File: config.mk
export PLATFORM = sky130hd
export DESIGN_NAME = fetch_stage_flat
export DESIGN_NICKNAME = d
export VERILOG_FILES = /design/src/rtl/fetch_if.sv /design/src/rtl/fetch_stage.sv /design/src/flat_wrapper.sv
export SDC_FILE = /design/constraint.sdc
export NUM_CORES = 1
export LEC_CHECK = 0
export ABC_AREA = 1
export CAP_MARGIN = 30
export CORE_MARGIN = 5
export CORE_UTILIZATION = 40
export DETAILED_ROUTE_END_ITERATION = 16
export PLACE_DENSITY_LB_ADDON = 0.1
export SYNTH_ARGS = -nofsm -noshare
export SYNTH_HDL_FRONTEND = slang
export SYNTH_SLANG_ARGS = --single-unit
File: constraint.sdc
create_clock -name i_clk -period 1.7 [get_ports i_clk]
set_input_delay 0.34 -clock i_clk [delete_from_list [all_inputs] [get_ports i_clk]]
set_output_delay 0.34 -clock i_clk [all_outputs]
set_load 0.02 [all_outputs]
File: src/rtl/fetch_if.sv
// Instruction-memory read port between the fetch stage (master) and instruction memory (slave).
interface fetch_if #(
  parameter int PC_WIDTH    = 8,
  parameter int INSTR_WIDTH = 16
);
  logic                   req;
  logic [PC_WIDTH-1:0]    addr;
  logic [INSTR_WIDTH-1:0] rdata;
  logic                   valid;

  modport master (output req, output addr, input rdata, input valid);
  modport slave  (input req, input addr, output rdata, output valid);
endinterface

File: src/rtl/fetch_stage.sv
// Instruction fetch stage with IF/ID register, one-entry hold buffer and jump redirect/flush.
// Optional FETCH_PERF_EN adds saturating fetch and bubble counters as output ports.
module fetch_stage #(
  parameter int                  PC_WIDTH    = 8,
  parameter int                  INSTR_WIDTH = 16,
  parameter logic [PC_WIDTH-1:0] RESET_PC    = {PC_WIDTH{1'b0}}
) (
  input  logic                   i_clk,
  input  logic                   i_rst_n,
  input  logic                   i_stall,
  input  logic                   i_jump,
  input  logic [PC_WIDTH-1:0]    i_jump_target,
  fetch_if.master                imem,
  output logic                   o_valid,
  output logic [INSTR_WIDTH-1:0] o_instr,
  output logic [3:0]             o_opcode,
  output logic [PC_WIDTH-1:0]    o_pc,
  output logic [PC_WIDTH-1:0]    o_pc_plus1
`ifdef FETCH_PERF_EN
  ,
  output logic [15:0]            o_fetch_cnt,
  output logic [15:0]            o_bubble_cnt
`endif
);

  typedef enum logic [1:0] {
    S_IDLE = 2'd0,
    S_REQ  = 2'd1,
    S_HOLD = 2'd2
  } state_t;

  localparam logic [PC_WIDTH-1:0]    PC_ONE     = {{(PC_WIDTH-1){1'b0}}, 1'b1};
  localparam logic [PC_WIDTH-1:0]    PC_ZERO    = {PC_WIDTH{1'b0}};
  localparam logic [INSTR_WIDTH-1:0] INSTR_ZERO = {INSTR_WIDTH{1'b0}};

  state_t                 state_r, state_n;
  logic [PC_WIDTH-1:0]    pc_r, pc_n;
  logic [PC_WIDTH-1:0]    addr_r, addr_n;
  logic                   req_r, req_n;
  logic                   discard_r, discard_n;
  logic                   valid_r, valid_n;
  logic [INSTR_WIDTH-1:0] instr_r, instr_n;
  logic [PC_WIDTH-1:0]    opc_r, opc_n;
  logic [PC_WIDTH-1:0]    pc_plus1_r, pc_plus1_n;
  logic [INSTR_WIDTH-1:0] hold_instr_r, hold_instr_n;
  logic [PC_WIDTH-1:0]    hold_pc_r, hold_pc_n;
  logic                   req_s;
  logic                   resp_s;
  logic                   jump_s;

  assign req_s  = (state_r == S_REQ);
  assign resp_s = req_s & imem.valid;
  assign jump_s = i_jump & valid_r;

  // Next-state, PC, IF/ID and hold-buffer update; a live jump overrides everything.
  always_comb begin
    state_n      = state_r;
    pc_n         = pc_r;
    discard_n    = discard_r;
    valid_n      = valid_r;
    instr_n      = instr_r;
    opc_n        = opc_r;
    pc_plus1_n   = pc_plus1_r;
    hold_instr_n = hold_instr_r;
    hold_pc_n    = hold_pc_r;
    if (jump_s) begin
      pc_n         = i_jump_target;
      valid_n      = 1'b0;
      hold_instr_n = INSTR_ZERO;
      hold_pc_n    = PC_ZERO;
      state_n      = S_REQ;
      // A response already in flight for the old path must be swallowed later.
      discard_n    = req_s & ~imem.valid;
    end else begin
      case (state_r)
        S_IDLE: begin
          state_n = S_REQ;
        end
        S_REQ: begin
          if (resp_s) begin
            if (discard_r) begin
              discard_n = 1'b0;
              if (valid_r & ~i_stall) begin
                valid_n = 1'b0;
              end else begin
                valid_n = valid_r;
              end
            end else if (~valid_r | ~i_stall) begin
              instr_n    = imem.rdata;
              opc_n      = pc_r;
              pc_plus1_n = pc_r + PC_ONE;
              valid_n    = 1'b1;
              pc_n       = pc_r + PC_ONE;
            end else begin
              hold_instr_n = imem.rdata;
              hold_pc_n    = pc_r;
              pc_n         = pc_r + PC_ONE;
              state_n      = S_HOLD;
            end
          end else if (valid_r & ~i_stall) begin
            valid_n = 1'b0;
          end else begin
            valid_n = valid_r;
          end
        end
        S_HOLD: begin
          if (~i_stall) begin
            instr_n    = hold_instr_r;
            opc_n      = hold_pc_r;
            pc_plus1_n = hold_pc_r + PC_ONE;
            valid_n    = 1'b1;
            state_n    = S_REQ;
          end else begin
            state_n = S_HOLD;
          end
        end
        default: begin
          state_n = S_IDLE;
        end
      endcase
    end
    // While a stale response is pending the bus keeps showing the old address.
    addr_n = discard_n ? addr_r : pc_n;
    req_n  = (state_n == S_REQ);
  end

  // State and output registers with synchronous active-low reset.
  always_ff @(posedge i_clk) begin
    if (!i_rst_n) begin
      state_r      <= S_IDLE;
      pc_r         <= RESET_PC;
      addr_r       <= RESET_PC;
      req_r        <= 1'b0;
      discard_r    <= 1'b0;
      valid_r      <= 1'b0;
      instr_r      <= INSTR_ZERO;
      opc_r        <= PC_ZERO;
      pc_plus1_r   <= PC_ONE;
      hold_instr_r <= INSTR_ZERO;
      hold_pc_r    <= PC_ZERO;
    end else begin
      state_r      <= state_n;
      pc_r         <= pc_n;
      addr_r       <= addr_n;
      req_r        <= req_n;
      discard_r    <= discard_n;
      valid_r      <= valid_n;
      instr_r      <= instr_n;
      opc_r        <= opc_n;
      pc_plus1_r   <= pc_plus1_n;
      hold_instr_r <= hold_instr_n;
      hold_pc_r    <= hold_pc_n;
    end
  end

  assign imem.req   = req_r;
  assign imem.addr  = addr_r;
  assign o_valid    = valid_r;
  assign o_instr    = instr_r;
  assign o_opcode   = instr_r[INSTR_WIDTH-1 -: 4];
  assign o_pc       = opc_r;
  assign o_pc_plus1 = pc_plus1_r;

`ifdef FETCH_PERF_EN
  logic [15:0] fetch_cnt_r;
  logic [15:0] bubble_cnt_r;
  logic        fetch_inc_s;
  logic        bubble_inc_s;

  assign fetch_inc_s  = resp_s & ~discard_r & ~jump_s;
  assign bubble_inc_s = (state_r != S_IDLE) & ~valid_r;

  // Saturating counters of accepted responses and empty IF/ID cycles.
  always_ff @(posedge i_clk) begin
    if (!i_rst_n) begin
      fetch_cnt_r  <= 16'd0;
      bubble_cnt_r <= 16'd0;
    end else begin
      if (fetch_inc_s && (fetch_cnt_r != 16'hFFFF)) begin
        fetch_cnt_r <= fetch_cnt_r + 16'd1;
      end
      if (bubble_inc_s && (bubble_cnt_r != 16'hFFFF)) begin
        bubble_cnt_r <= bubble_cnt_r + 16'd1;
      end
    end
  end

  assign o_fetch_cnt  = fetch_cnt_r;
  assign o_bubble_cnt = bubble_cnt_r;
`endif

endmodule

File: src/flat_wrapper.sv
// flat-port wrapper written by rule: the top's interface ports become plain ports
module fetch_stage_flat 
#(
  parameter int                  PC_WIDTH    = 8,
  parameter int                  INSTR_WIDTH = 16,
  parameter logic [PC_WIDTH-1:0] RESET_PC    = {PC_WIDTH{1'b0}}
)
  (i_clk, i_rst_n, i_stall, i_jump, i_jump_target, o_valid, o_instr, o_opcode, o_pc, o_pc_plus1, imem_req, imem_addr, imem_rdata, imem_valid);
  fetch_if #(.PC_WIDTH(PC_WIDTH), .INSTR_WIDTH(INSTR_WIDTH)) imem_i ();
  input  logic i_clk;
  input  logic i_rst_n;
  input  logic i_stall;
  input  logic i_jump;
  input  logic [PC_WIDTH-1:0] i_jump_target;
  output logic o_valid;
  output logic [INSTR_WIDTH-1:0] o_instr;
  output logic [3:0] o_opcode;
  output logic [PC_WIDTH-1:0] o_pc;
  output logic [PC_WIDTH-1:0] o_pc_plus1;
  output wire logic [$bits(imem_i.req)-1:0] imem_req;
  output wire logic [$bits(imem_i.addr)-1:0] imem_addr;
  input wire logic [$bits(imem_i.rdata)-1:0] imem_rdata;
  input wire logic [$bits(imem_i.valid)-1:0] imem_valid;
  assign imem_req = imem_i.req;
  assign imem_addr = imem_i.addr;
  assign imem_i.rdata = imem_rdata;
  assign imem_i.valid = imem_valid;
  fetch_stage #(.PC_WIDTH(PC_WIDTH), .INSTR_WIDTH(INSTR_WIDTH), .RESET_PC(RESET_PC)) u_core (.i_clk(i_clk), .i_rst_n(i_rst_n), .i_stall(i_stall), .i_jump(i_jump), .i_jump_target(i_jump_target), .imem(imem_i), .o_valid(o_valid), .o_instr(o_instr), .o_opcode(o_opcode), .o_pc(o_pc), .o_pc_plus1(o_pc_plus1));
endmodule
Word-level counts from Yosys, hierarchy flattened
Index checks and enable logic that the tools add are counted.
W data, S select, Z words.
{"block": "word_totals", "out_inout_bits": 46, "inputBits": 29, "elab_cells": 73, "reg_bits": 77}
{"block": "op_classes", "n_reduce_logical": 6, "n_mux": 34, "n_eq_ne": 8, "n_bitwise": 12, "addsub": 2}
{"operator": "$mux W8", "n": 12}
{"operator": "$mux W16", "n": 4}
{"operator": "$pmux W16 S2", "n": 1}
{"operator": "$pmux W8 S2", "n": 2}
{"operator": "$add A8 B1 Y8 const B", "n": 2}
{"operator": "$mux W2", "n": 5}
{"operator": "$mux W1", "n": 8}
{"operator": "$ne A2 B2 Y1 const B", "n": 4}
{"operator": "$not A1 Y1", "n": 7}
{"operator": "$pmux W2 S3", "n": 1}
{"operator": "$reduce_and A6 Y1", "n": 1}
{"operator": "$and A1 B1 Y1", "n": 4}
{"operator": "$eq A2 B1 Y1 const B", "n": 2}
{"operator": "$ne A4 B3 Y1 const B", "n": 1}
{"operator": "$reduce_and A4 Y1", "n": 1}
{"operator": "$reduce_and A3 Y1", "n": 1}
{"operator": "$eq A2 B2 Y1 const B", "n": 1}
{"operator": "$logic_not A2 Y1", "n": 1}
{"operator": "$pmux W1 S2", "n": 1}
{"operator": "$reduce_bool A2 Y1", "n": 1}
{"operator": "$reduce_or A2 Y1", "n": 1}
{"operator": "$or A1 B1 Y1", "n": 1}

Longest topological paths before layout
{"block": "logic_depth", "ltp_word": 8, "mapped_depth": 11, "depth_no_buf": 10}

Least setup slack after synthesis
No wires, ideal clock.
{"block": "synth_timing", "kind": "flip-flop to flip-flop", "start": "register u_core.state_r[1]", "end": "register u_core.instr_r[3], in the netlist u_core.o_instr[3]", "path_buffers": 1, "period_less_slack_ps": 1542, "t_arrival_ps": 1427, "required_ps": 1584, "stages_incl_launch_ff": 11, "setup_ps": 116, "path_slack_ps": 158, "cell_sequence": "dfxtp_1 > inv_1 > ha_1 > nand2_2 > nor2_4 > nand2_2 > a21oi_4 > inv_2 > clkbuf_1 > nor2_1 > nor2_1"}
{"block": "synth_between", "elab_chain_cells": 4, "elab_cells_between_ends": 10, "cone_classes": "6 x eq/ne; 1 x mux; 1 x bitwise; 2 x reduce/logical"}
{"item": "start: declaration", "line": "fetch_stage.sv:36", "rtl": "state_t state_r, state_n;"}
{"item": "start signal: assignment", "line": "fetch_stage.sv:142", "rtl": "state_r <= state_n;"}
{"item": "$eq A2 B1 Y1", "line": "fetch_stage.sv:51, fetch_stage.sv:75"}
{"item": "$and A1 B1 Y1", "line": "fetch_stage.sv:52", "rtl": "assign resp_s = req_s & imem.valid;"}
{"item": "$ne A2 B2 Y1 (no source line)"}
{"item": "$reduce_and A6 Y1 (no source line)"}
{"item": "end signal: assignment", "line": "fetch_stage.sv:148", "rtl": "instr_r <= instr_n;"}
{"item": "end: declaration", "line": "fetch_stage.sv:42", "rtl": "logic [INSTR_WIDTH-1:0] instr_r, instr_n;"}
Several ways; a longest one is shown, not always the timed one.
A chain may end at the register's enable or synchronous reset.

Worst setup path after layout
{"block": "layout_timing", "start": "register u_core.opc_r[1], in the netlist u_core.o_pc[1]", "end": "output port o_pc[1]"}
{"item": "start: declaration", "line": "fetch_stage.sv:43", "rtl": "logic [PC_WIDTH-1:0] opc_r, opc_n;"}
{"item": "start signal: assignment", "line": "fetch_stage.sv:149", "rtl": "opc_r <= opc_n;"}
{"item": "end: declaration", "line": "flat_wrapper.sv:18", "rtl": "output logic [PC_WIDTH-1:0] o_pc;"}
No word-level cell between the ends.

==> results by stage <==
Setup path:
- Together, buffers and inverters on the worst path number 1.
- Along the worst path, the maximum fanout reaches 2.
- The required time of the worst setup path is 1.36 ns.
- The critical path goes through clkdlybuf4s50_1.
- The sort of element at the end of the critical path is an output pin.
- At the worst endpoint, the arrival time is 1.31 ns.
- The kind of launch point of the worst setup path is a register.
- The standard cell with the maximum stage delay on the critical path is sky130_fd_sc_hd__clkdlybuf4s50_1.
- The gate family responsible for the most delay along the worst path is buffers and inverters.
- The type of the setup path with the least slack is reg2out.
- For this run, the slowest stage of the critical path takes 0.61 ns.

Synth:
- A synthesized cell averages 7.019 µm².
- The proportion of synthesized chip area in sequential cells is 43.75%.
- Yosys mapped a number of flops with a built-in enable equal to 0.
- Synthesis inferred 77 register bits.
- The number of different library cells used by synthesis comes to 32.
- Among all flip-flop cells after synthesis, the most frequent one is sky130_fd_sc_hd__dfxtp_1.
- Counting every instance in the synthesized netlist gives 502.
- During synthesis, Yosys emitted a total of 0 warnings.
- The cell area after synthesis is 3523 µm².
- Synthesis produced a netlist with a net count of 537.
- The post-synthesis async set-or-reset flop share is 0%.

Clocking:
- The CTS tree is built.
- The later pin in the worst-skew pair is clocked with a latency of 0.35 ns.
- Clock-pin slew was measured on the worst setup and hold paths at 0.09 ns.
- The clock passes through at most 2 buffers.
- The number of hold buffers added after CTS was 0.
- Buffers inserted during clock tree synthesis total 9.
- The tree is rooted in a sky130_fd_sc_hd__clkbuf_8.
- The tree built by TritonCTS fans out to 77 sinks.
- The H-tree depth is 3.

Global routing:
- Across every metal layer, demand over resource in global routing totals 17.28%.
- Entering global routing, the biggest net connects 48 pins.
- The first global-routing pass estimated 15.75 mm of wire.
- The number of antenna violations at the first check in global routing is 0.
- The number of global-route vias before repair is 3330.
- The total congestion overflow is 0.

Place:
- After detailed placement, the total cell area comes to 4533 µm².
- At the end of routability-driven placement, the weighted congestion stood at 0.7810.
- Before CTS, the worst setup slack after placement is -0.1870 ns.
- The HPWL after detailed placement is 6.618 mm.
- The count of input and output buffers is 74.

STA:
- The worst path meets setup with 0.05236 ns of slack.
- Across the routed clock network, the largest skew measured is 0.01669 ns.
- The normalized max-slew margin is 80.03%.
- The final setup violation count is 0.
- The number of hold violations in the final report is 0.
- Adding up every negative setup slack in the final design gives 0 ns.
- Setup repair after global routing could not meet its margin everywhere.
- For the finished layout, the period the worst path requires is 1.648 ns.
- The highest clock frequency the design can meet is 606.9 MHz.
- The slew at the pin closest to its max-slew limit is 0.2964 ns.
- The final number of max-transition violations is 0.
- The post-route clock period utilization is 96.92%.

Die:
- During I/O placement, the number of pins put on the boundary was 75.
- The die covers 10790 µm².
- The die is 103.9 µm tall.
- The standard-cell row count is 34.
- The area of the core is 8636 µm².
- The effective utilization at floorplan is 40.80%.
- The floorplan step set the die width to 103.9 µm.

Cells and area:
- After the last flow step, the layout net total stands at 631.
- Of the cells placed in the final design, the portion with a size suffix greater than 1 is 12.15%.
- The top cell types in the final layout, fill and taps aside, are sky130_fd_sc_hd__nand2_1 (90), sky130_fd_sc_hd__nor2_1 (77), sky130_fd_sc_hd__dfxtp_1 (75).
- Once layout is complete, the utilization of the core stands at 57.14%.
- The library cell used most frequently in the layout, excluding fill and tap cells, is sky130_fd_sc_hd__nand2_1.
- The number of antenna diodes in the final layout is 0.
- The summed area of non-filler cells in the final layout is 4935 µm².
- The signed area change from the synthesized netlist to the final layout is 40.06%.

Power and ir drop:
- Dividing total power by cell area gives a power density of 958.1 nW/µm².
- The worst voltage drop across the vdd grid is 0.4780 mV.
- In this run the static leakage power is 2.412 nW.

Drt:
- In the routed layout, each cell is associated on average with a via count of 4.862.
- In the final routed layout, each cell accounts on average for 13.20 µm.
- The total iterations of the first detailed-routing run is 4.
- The wire length after detailed routing is 9.356 mm.
- The iteration-0 DRC count of the detailed router is 142.
- For this block, the via count after detailed routing is 3447.
- In this run the remaining antenna-violating nets after routing total 0.
- The DRC violations left is 0.

Status:
- The run finished with clean final reports.

Job:
- The number of maximum-capacitance constraint violations is 0.

Worst hold path:
- The min-delay analysis places its worst path in the category reg2reg.
## kinds of logic (layout without fill, tap and decap cells)
| logic type | after synthesis | after routing | share of synthesized area (%) |
|---|---|---|---|
| compound gates | 133 | 133 | 19.71 |
| xor+xnor | 2 | 2 | 0.4972 |
| fa+ha+maj | 6 | 6 | 2.131 |
| buf+inv | 80 | 179 | 9.908 |
| flops | 77 | 77 | 43.75 |
| simple gates | 204 | 204 | 24.01 |
## cells in the mapped netlist (2+ instances only)
library cell	n	share of area, %
sky130_fd_sc_hd__nand2_1	90	9.6
sky130_fd_sc_hd__nor2_1	78	8.3
sky130_fd_sc_hd__dfxtp_1	77	44
sky130_fd_sc_hd__o21ai_0	71	10
sky130_fd_sc_hd__inv_1	49	5.2
sky130_fd_sc_hd__a21oi_1	36	5.1
sky130_fd_sc_hd__nand3_1	27	3.8
sky130_fd_sc_hd__o21ai_1	17	2.4
sky130_fd_sc_hd__clkbuf_1	10	1.1
sky130_fd_sc_hd__buf_2	9	1.3
sky130_fd_sc_hd__ha_1	6	2.1
sky130_fd_sc_hd__buf_4	4	0.85
sky130_fd_sc_hd__buf_6	3	0.96
sky130_fd_sc_hd__buf_1	2	0.21
sky130_fd_sc_hd__inv_2	2	0.21
sky130_fd_sc_hd__nand2_2	2	0.36
sky130_fd_sc_hd__o21a_1	2	0.43
sky130_fd_sc_hd__o22ai_1	2	0.36
sky130_fd_sc_hd__or2_2	2	0.36
## final cells by class
class                   count  area, µm²
clock buffers               9      123.9
clock inverters             7      105.1
fillers                   856       3701
inverters                  52      201.4
multi-input cells         345       1660
flip-flops and latches     77       1546
well taps                 108      135.1
repair buffers            111       1162
## report_power, final
group	switching, mW	internal, mW	total, mW
Sequential	0.103	1.96	2.06
Combinational	0.578	0.515	1.09
Clock	0.723	0.850	1.57
## path summary, 6_finish.rpt
check | start | endpoint | slack, ns | cells past startpoint
worst max-delay path | u_core.o_pc[1] | o_pc[1] | 0.05 | 1
worst min-delay path | u_core.o_pc[0] | u_core.o_pc[0] | 0.47 | 2
worst max register to register | u_core.state_r[1] | u_core.o_pc[2] | 0.11 | 9
worst min register to register | u_core.o_pc[0] | u_core.o_pc[0] | 0.47 | 2
## repair_timing
action | in CTS | in global routing
endpoints found under the setup margin | 10 | 48
buffers inserted | 1 | 3
pin swaps | 1 | 1
gates resized for setup | 10 | 21
cloned | 1 | 1
## layer usage
layer  track usage [%]  up-vias  part of all wire [%]
li1                  -     1807                     -
met1             21.48     1544                    47
met2             29.05       92                    48
met3             4.780        4                   4.7
met4             5.273        0                  0.69
met5                 0        -                     0
## per-stage QoR
stage | std cells | power, mW | hold WS [ns]
2_1_floorplan | 502 | 2.664 | 0.4689
3_3_place_gp | 687 | 3.142 | 0.4540
3_5_place_dp | 687 | 3.147 | 0.4611
4_1_cts | 705 | 4.772 | 0.4740
5_1_grt | 709 | 4.989 | 0.4866
6_report | 709 | 4.728 | 0.4726
## flip-flops by register name, indices dropped and copies added, names as in the netlist, 2 cells and up
name,count
u_core.state_r,2
u_core.hold_pc_r,8
u_core.hold_instr_r,16
u_core.o_instr,16
u_core.o_pc_plus1,8
u_core.pc_r,8
u_core.imem.addr,8
u_core.o_pc,8
No activity file was read; power rests on OpenSTA's default activity.
